$ cat src/rtl/i2s_rx_frame.sv
// I2S receiver: aligns to WS edges and deserialises left/right slots into PCM word pairs.
// Optional handshake: define I2S_RX_READY_EN to add out_ready and overrun detection.
module i2s_rx_frame #(
  parameter int unsigned SAMPLE_BITS = 8,
  parameter int unsigned DATA_DELAY  = 1
) (
  input  logic                   clk,
  input  logic                   reset,
  input  logic                   ws,
  input  logic                   data_in,
`ifdef I2S_RX_READY_EN
  input  logic                   out_ready,
`endif
  output logic [SAMPLE_BITS-1:0] left_data,
  output logic [SAMPLE_BITS-1:0] right_data,
  output logic                   out_valid,
  output logic                   short_err,
  output logic                   overrun_err
);

  localparam int unsigned CW = $clog2(SAMPLE_BITS + 1);

  typedef enum logic [1:0] {
    ST_IDLE,
    ST_CAPTURE,
    ST_DONE
  } state_e;

  state_e                 state_q, state_d;
  logic                   prev_ws_q;
  logic [SAMPLE_BITS-1:0] shift_q, shift_d;
  logic [CW-1:0]          cnt_q, cnt_d;
  logic                   chan_q, chan_d;
  logic [SAMPLE_BITS-1:0] left_hold_q, left_hold_d;
  logic                   left_pending_q, left_pending_d;
  logic [SAMPLE_BITS-1:0] left_data_q, left_data_d;
  logic [SAMPLE_BITS-1:0] right_data_q, right_data_d;
  logic                   out_valid_q, out_valid_d;
  logic                   short_err_q, short_err_d;
  logic                   overrun_err_q, overrun_err_d;

  logic                   ws_edge_c;
  logic                   word_done_c;
  logic [SAMPLE_BITS-1:0] word_c;

  assign ws_edge_c = (ws != prev_ws_q);
  assign word_c    = {shift_q[SAMPLE_BITS-2:0], data_in};

  // Next-state, capture and pair-assembly logic
  always_comb begin
    state_d        = state_q;
    shift_d        = shift_q;
    cnt_d          = cnt_q;
    chan_d         = chan_q;
    left_hold_d    = left_hold_q;
    left_pending_d = left_pending_q;
    left_data_d    = left_data_q;
    right_data_d   = right_data_q;
    short_err_d    = 1'b0;
    overrun_err_d  = 1'b0;
    word_done_c    = 1'b0;
`ifdef I2S_RX_READY_EN
    out_valid_d    = out_valid_q && !out_ready;
`else
    out_valid_d    = 1'b0;
`endif

    case (state_q)
      ST_CAPTURE: begin
        if (cnt_q == CW'(SAMPLE_BITS - 1)) begin
          word_done_c = 1'b1;
          state_d     = ST_DONE;
        end else if (ws_edge_c) begin
          short_err_d = 1'b1;
          if (!chan_q) begin
            left_pending_d = 1'b0;
          end
        end else begin
          shift_d = word_c;
          cnt_d   = cnt_q + CW'(1);
        end
      end
      default: begin
      end
    endcase

    if (word_done_c) begin
      if (!chan_q) begin
        left_hold_d    = word_c;
        left_pending_d = 1'b1;
      end else if (left_pending_q) begin
        left_data_d    = left_hold_q;
        right_data_d   = word_c;
        out_valid_d    = 1'b1;
        left_pending_d = 1'b0;
`ifdef I2S_RX_READY_EN
        overrun_err_d  = out_valid_q && !out_ready;
`endif
      end
    end

    // Any WS edge starts a new slot; with a one-bit delay the edge cycle is the skipped bit
    if (ws_edge_c) begin
      chan_d  = ws;
      state_d = ST_CAPTURE;
      if (DATA_DELAY == 0) begin
        shift_d = word_c;
        cnt_d   = CW'(1);
      end else begin
        cnt_d   = '0;
      end
    end
  end

  always_ff @(posedge clk) begin
    prev_ws_q <= ws;
    if (reset) begin
      state_q        <= ST_IDLE;
      shift_q        <= '0;
      cnt_q          <= '0;
      chan_q         <= 1'b0;
      left_hold_q    <= '0;
      left_pending_q <= 1'b0;
      left_data_q    <= '0;
      right_data_q   <= '0;
      out_valid_q    <= 1'b0;
      short_err_q    <= 1'b0;
      overrun_err_q  <= 1'b0;
    end else begin
      state_q        <= state_d;
      shift_q        <= shift_d;
      cnt_q          <= cnt_d;
      chan_q         <= chan_d;
      left_hold_q    <= left_hold_d;
      left_pending_q <= left_pending_d;
      left_data_q    <= left_data_d;
      right_data_q   <= right_data_d;
      out_valid_q    <= out_valid_d;
      short_err_q    <= short_err_d;
      overrun_err_q  <= overrun_err_d;
    end
  end

  assign left_data   = left_data_q;
  assign right_data  = right_data_q;
  assign out_valid   = out_valid_q;
  assign short_err   = short_err_q;
  assign overrun_err = overrun_err_q;

endmodule

$ cat config.mk
export PLATFORM = sky130hd
export DESIGN_NAME = i2s_rx_frame
export DESIGN_NICKNAME = d
export VERILOG_FILES = /design/src/rtl/i2s_rx_frame.sv
export SDC_FILE = /design/constraint.sdc
export NUM_CORES = 1
export LEC_CHECK = 0
export ABC_AREA = 1
export CAP_MARGIN = 20
export CORE_ASPECT_RATIO = 1.75
export CORE_MARGIN = 10
export CORE_UTILIZATION = 52
export DETAILED_ROUTE_END_ITERATION = 7
export PLACE_DENSITY = 0.77
export SLEW_MARGIN = 20
export SYNTH_ARGS = -nofsm -noshare
export SYNTH_HDL_FRONTEND = slang
export SYNTH_SLANG_ARGS = --single-unit
export TNS_END_PERCENT = 10
$ cat constraint.sdc
create_clock -name clk -period 1.6 [get_ports clk]
set_input_delay 0.32 -clock clk [delete_from_list [all_inputs] [get_ports clk]]
set_output_delay 0.32 -clock clk [all_outputs]
set_load 0.02 [all_outputs]
==> results by group <==
Clock tree
  – Worst-Skew Late Latency: 0.29 ns
  – Inserted Clock Buffers: 5
  – Max Root-Sink Buffers: 2
  – TritonCTS clock tree: yes
  – Clock sinks: 42
  – Htree depth: 2
  – Root Buffer: clkbuf_8
  – Worst-path clk slew: 0.08 ns

Synth
  – Flops & latches, synth: 42
  – Synth Instances: 200
  – Seq/Total Area, Yosys: 0.527
  – Average size of a mapped cell: 7.98 um2
  – Post-synth EDFFs: 0
  – Synth Cell Area: 1600 um2
  – Yosys top cell by area: dfxtp_1
  – Top cell type's share of synthesized area: 0.527
  – Count of cell types in the netlist: 23
  – Synth warnings: 0
  – Ys async rst share: 0
  – Most used DFF post-synth: dfxtp_1
  – Post-Syn Nets: 205
  – Synth area leaders: dfxtp_1 53%, nand2_1 9.6%, a21oi_1 8.8%

Finish
  – Fillcell total: 251
  – Ratio of cells with drive above 1 in the final layout: 0.0848
  – Commonest non-fill, non-tap cell in the layout: dfxtp_1
  – N_diodes: 0
  – Register area: 841 um2
  – Final core utilization: 0.654
  – Area Growth Syn to Fin: 20.0%
  – Multi-input logic area: 631 um2
  – Net count, final: 228
  – Commonest cells after routing, fill and taps aside: 42 x dfxtp_1, 41 x nand2_1, 28 x a21oi_1

Hold path
  – Min-Delay Path Class: reg -> reg

Power and ir drop
  – Sequential share of power: 0.573
  – Pwr Total: 1910 uW
  – Leak: 0.000803 uW
  – Gate power share: 0.058
  – Clk network pwr share: 0.369
  – VDD IR max: 0.699 mV
  – P_sw: 451 uW
  – Int Pwr: 1450 uW
  – Cell Pwr Density: 996 nW/um2
  – Sw Share: 0.237

Worst setup path
  – CP Launch Type: flop
  – Worst Path Required: 1.28 ns
  – WP data arrival: 1.24 ns
  – CP top delay family: buffers and inverters
  – Top fanout value on the critical path: 2
  – Crit path cell chain: clkdlybuf4s50_1
  – Max incr delay on CP: 0.61 ns
  – Crit. End Element: output port
  – Critical-path top delay cell: clkdlybuf4s50_1
  – Buf/Inv on CP: 1
  – Crit Path Class: reg -> out

Floorplanning
  – Die H: 93.3 um
  – Initial core utilization: 0.545
  – # rows: 26
  – # IOs: 23
  – Die X: 61.9 um
  – Full die area: 5770 um2
  – Core ar.: 2930 um2

STA
  – Fin Clk Skew: 0.00498 ns
  – Final Hold Slack: 0.464 ns
  – Setup violations, final: 0
  – Max frequency: 0.639 GHz
  – Fin. max-slew vios: 0
  – Post-layout minimum cycle time: 1.56 ns
  – RSZ-0062 raised after global routing: false
  – Final worst-path cycle share: 0.978
  – Final Hold Fails: 0

Global route
  – GR Util All Layers: 0.131
  – Number of global-route vias before repair: 1337
  – Initial antenna violation count: 0
  – Largest net degree at the start of global routing: 30
  – Overflow after GRT: 0
  – First-pass GRT wire length: 5.90 mm

Drt
  – Via count: 1377
  – Post-route DRC: 0
  – DR pass1 iterations: 5
  – ANT nets after route: 0
  – Initial DRC Count: 59
  – Routed len/inst: 13.6 um
  – Final wirelength: 3.42 mm
  – Via density: 5.46

Placed design
  – Hpwl dp: 2.52 mm
  – Routability cong.: 0.745
  – PortBufs: 21

Run status
  – Status: completed

Flow run
  – Max cap viols: 0
## flip-flops by register name, indices dropped and copies added, names as in the netlist
signal          flops
shift_q             7
right_data          8
left_pending_q      1
cnt_q               4
left_hold_q         8
left_data           8
prev_ws_q           1
short_err           1
state_q             2
out_valid           1
chan_q              1
## synthesized netlist by cell type, types with 2 or more instances
master and number:
clkbuf_1 2, inv_2 2, nand2_2 3, nor2_1 24, buf_12 2, inv_1 9
nand2_1 41, o21ai_0 9, nand3_1 25, a21oi_1 28, dfxtp_1 42, buf_2 2
## final timing paths
check           startpoint       endpoint  slack [ns]  depth (start not counted)
min reg2reg  right_data[3]  right_data[3]        0.46                          2
min          right_data[3]  right_data[3]        0.46                          2
max reg2reg       cnt_q[0]  right_data[6]        0.13                          7
max          right_data[0]  right_data[0]        0.04                          1
## final cells by class
class                           count  area share
Tap cell                           28      0.0183
Clock inverter                      2     0.00654
Multi-Input combinational cell    137       0.329
Sequential cell                    42       0.439
Timing Repair Buffer               25       0.140
Clock buffer                        6      0.0431
Inverter                           12      0.0235
## stage by stage
stage,TNS [ns],std cells,setup WS [ns],area (um2)
floorplan,0,200,0.330,1600
global placement,0,244,0.0634,1800
detailed placement,-0.120,244,-0.0296,1800
CTS,0,252,0.00639,1890
global route,0,252,0.000899,1910
finish,0,252,0.0355,1910
## timing repair
item	in CTS	in global routing
resized for setup	0	8
endpoints found under the setup margin	0	24
hold buffers	0	0
buffers inserted	0	0
## power by group through the flow
stage	combinational [uW]	sequential, uW	clock [uW]
detailed placement	111	1120	0
floorplan	74.5	1110	0
finish	111	1090	703
global placement	106	1120	0
CTS	112	1090	717
global route	128	1090	758
## per-layer routing
layer | up-vias | global-route usage | share of wire
li1 | 695 | - | -
met1 | 646 | 0.131 | 0.39
met2 | 27 | 0.238 | 0.54
met3 | 9 | 0.0325 | 0.047
met4 | 0 | 0.0581 | 0.026
met5 | - | 0 | 0
## worst register-to-register path, stage by stage, from the launching register on
cell and delay, ns:
dfxtp_1 0.38, ha_1 0.22, nand3_2 0.11, nor2_2 0.14, buf_12 0.19, nand2_4 0.15
nand2_1 0.11, a21oi_1 0.06
## logic make-up (layout without fill, tap and decap cells)
family | Yosys count | count (layout) | synth area share
simple gates | 96 | 96 | 0.257
flops | 42 | 42 | 0.527
compound gates | 39 | 39 | 0.125
buf+inv | 21 | 45 | 0.0808
fa+ha+maj | 1 | 1 | 0.00784
other cells | 1 | 1 | 0.00235
Power figures use the tool's default switching activity.
==> RTL change, RTL diff (same flow settings) <==
Add a define of `I2S_RX_READY_EN`.
--- a/src/rtl/i2s_rx_frame.sv
+++ b/src/rtl/i2s_rx_frame.sv
@@ -1,5 +1,7 @@
 // I2S receiver: aligns to WS edges and deserialises left/right slots into PCM word pairs.
 // Optional handshake: define I2S_RX_READY_EN to add out_ready and overrun detection.
+`define I2S_RX_READY_EN
+
 module i2s_rx_frame #(
   parameter int unsigned SAMPLE_BITS = 8,
   parameter int unsigned DATA_DELAY  = 1
Ports: changed (added out_ready); port bits go from 23 to 24. The function was not compared with the original's and may differ.
==> RTL change against the original RTL <==
  * Count of clock-buffer cells in the layout is 1 higher
  * Sequential cell count increased by 1
  * Total power decreased by 1.5%
  * Area after synthesis up 3.2%
  * Setup slack better by 4.1 ps
  * Routed wire length grew 0.23%
  * Clock power shrank 7.8%
  * Cell area increased by 4.1%
  * Utilization shrank 1.3 points
  * Largest cell class unchanged
==> RTL change: results (changes against the original RTL) <==
| Metric | Value |
|---|---|
| Status | `complete, no violations` |
| H-tree Lvls | `2 (unchanged)` |
| Pre-antenna DRT Iters | `4 (-1)` |
| Seq pwr share | `59.6% (+2.3 points)` |
| R2r setup slk | `140 ps` |
| Reg-to-Reg End | `right_data[2]` |
| Synth cell count leaders | `dfxtp_1, nand2_1, a21oi_1, nand3_1, nor2_1` |
| Slowest Stage Delay on Critical Path | `610 ps (about the same)` |
| Peak supply drop | `0.643 mV (-8.0%)` |
| GP Congestion | `0.806 (+8.1%)` |
| Hold path start | `left_data[2]` |
| Area post-placement | `0.00189 mm2 (+5.1%)` |
| Seq power | `1.12 mW` |
| Critical path arrival | `1240 ps (about the same)` |
| Largest net degree at the start of global routing | `27 (-10%)` |
| Met3 track demand over resource | `4.86% (+1.6 points)` |
| Syn. warnings | `0 (unchanged)` |
| Layout Nets | `235 (+3.1%)` |
| Worst-Skew Late Latency | `290 ps (about the same)` |
| Root buf cell | `clkbuf_8` |
| Setup bufs post-CTS | `0 (unchanged)` |
| Hold_ws | `461 ps (-3.09 ps)` |
| Total wire length | `3.42 mm (+0.23%)` |
| Via count | `1381 (+0.29%)` |
| First-pass GRT wire length | `5.88 mm (-0.36%)` |
| CTS buffer count | `5 (unchanged)` |
| Met2 usage | `21.4% (-2.4 points)` |
| Buffer depth of the longest clock path | `2 (unchanged)` |
| CTS clk-pin slew, worst paths | `80 ps (about the same)` |
| Total nets after synthesis | `209 (+2.0%)` |
| GRT Total Usage | `12.1% (-0.98 points)` |
| Commonest register cell after synthesis | `dfxtp_1` |
| 1st-iter DRT viols | `35 (-41%)` |
| Leakage power | `0.827 nW (+3.0%)` |
| Number of synthesized flops with an enable pin | `0 (unchanged)` |
| FILL cells | `290 (+16%)` |
| Clk network pwr share | `34.5% (-2.4 points)` |
| R2r startpoint | `cnt_q[1]` |
| Post-DP HPWL | `2.37 mm (-6.1%)` |
| Worst min path class | `flop to flop` |
| Antenna diodes | `0 (unchanged)` |
| GRT met1 Usage | `12.0% (-1.1 points)` |
| Pre-CTS WS | `29.8 ps (+59.4 ps)` |
| Power Internal | `1.44 mW (-0.97%)` |
| Worst Hold Endpoint | `left_data[2]` |
| Seq/Total Area, Yosys | `52.3% (-0.43 points)` |
| Share of layout cells above drive strength 1 | `9.13% (+0.65 points)` |
| Yosys cell types | `22 (-4.3%)` |
| Reg2reg path depth | `6 (-1)` |
| Clock skew | `6.12 ps (+1.14 ps)` |
| Synth area leaders | `dfxtp_1, nand2_1, a21oi_1` |
| Mapped Cells | `203 (+1.5%)` |
| Actual slew at the worst max-slew pin | `320 ps` |
| Routed len/inst | `12.5 um (-7.5%)` |
| Number of global-route vias before repair | `1343 (+0.45%)` |
| IO Port Bufs | `23 (+9.5%)` |
| WHS Path Cells | `2 (unchanged)` |
| Post-synth ARST share | `0% (unchanged)` |
RTL change: routing by layer:
metal	wire length, um	vias up
met5	0	-
met4	112	0
met3	185	9
met2	1720	28
met1	1400	630
li1	-	714
RTL change: worst max-delay path by stage:
| stage | depth (start not counted) | slack [ps] | startpoint | to |
|---|---|---|---|---|
| 3_3_place_gp | 8 | 80 | ws | shift_q[4] |
| 2_1_floorplan | 7 | 320 | cnt_q[0] | left_data[1] |
| 5_1_grt | 7 | 0.3 | cnt_q[0] | shift_q[1] |
| 3_5_place_dp | 8 | 30 | ws | shift_q[4] |
| 6_report | 1 | 40 | right_data[0] | right_data[0] |
| 4_1_cts | 1 | 20 | left_data[6] | left_data[6] |
RTL change: area by class of cell:
class	instances	area (um2)	share of cell area [%]
clock buffers	7	76.3	3.83
clock inverters	1	5.00	0.251
inverters	14	52.6	2.64
multi-input cells	137	649	32.6
flip-flops and latches	43	861	43.2
well taps	43	53.8	2.70
repair buffers	28	295	14.8
RTL change: repair_timing:
action	CTS	global route
hold buffers	0	0
resized for setup	0	7
endpoints found under the setup margin	0	22
RTL change: worst reg2reg max path, stage by stage, from the launching register on:
cell     delay (ps)
dfxtp_1         370
ha_1            230
nand3_2         120
nor2_4          230
buf_4           190
nand3_1          70
a21oi_1         170
RTL change: cells by family (layout without fill, tap and decap cells):
group                    Yosys count  in the layout  synth area share, %
AND/OR/NAND/NOR                   95             95                 25.6
flip-flops                        43             43                 52.3
AO/OA/AOI/OAI                     41             41                 12.8
buffers and inverters             23             50                 8.59
adder cells (fa/ha/maj)            1              1                0.760
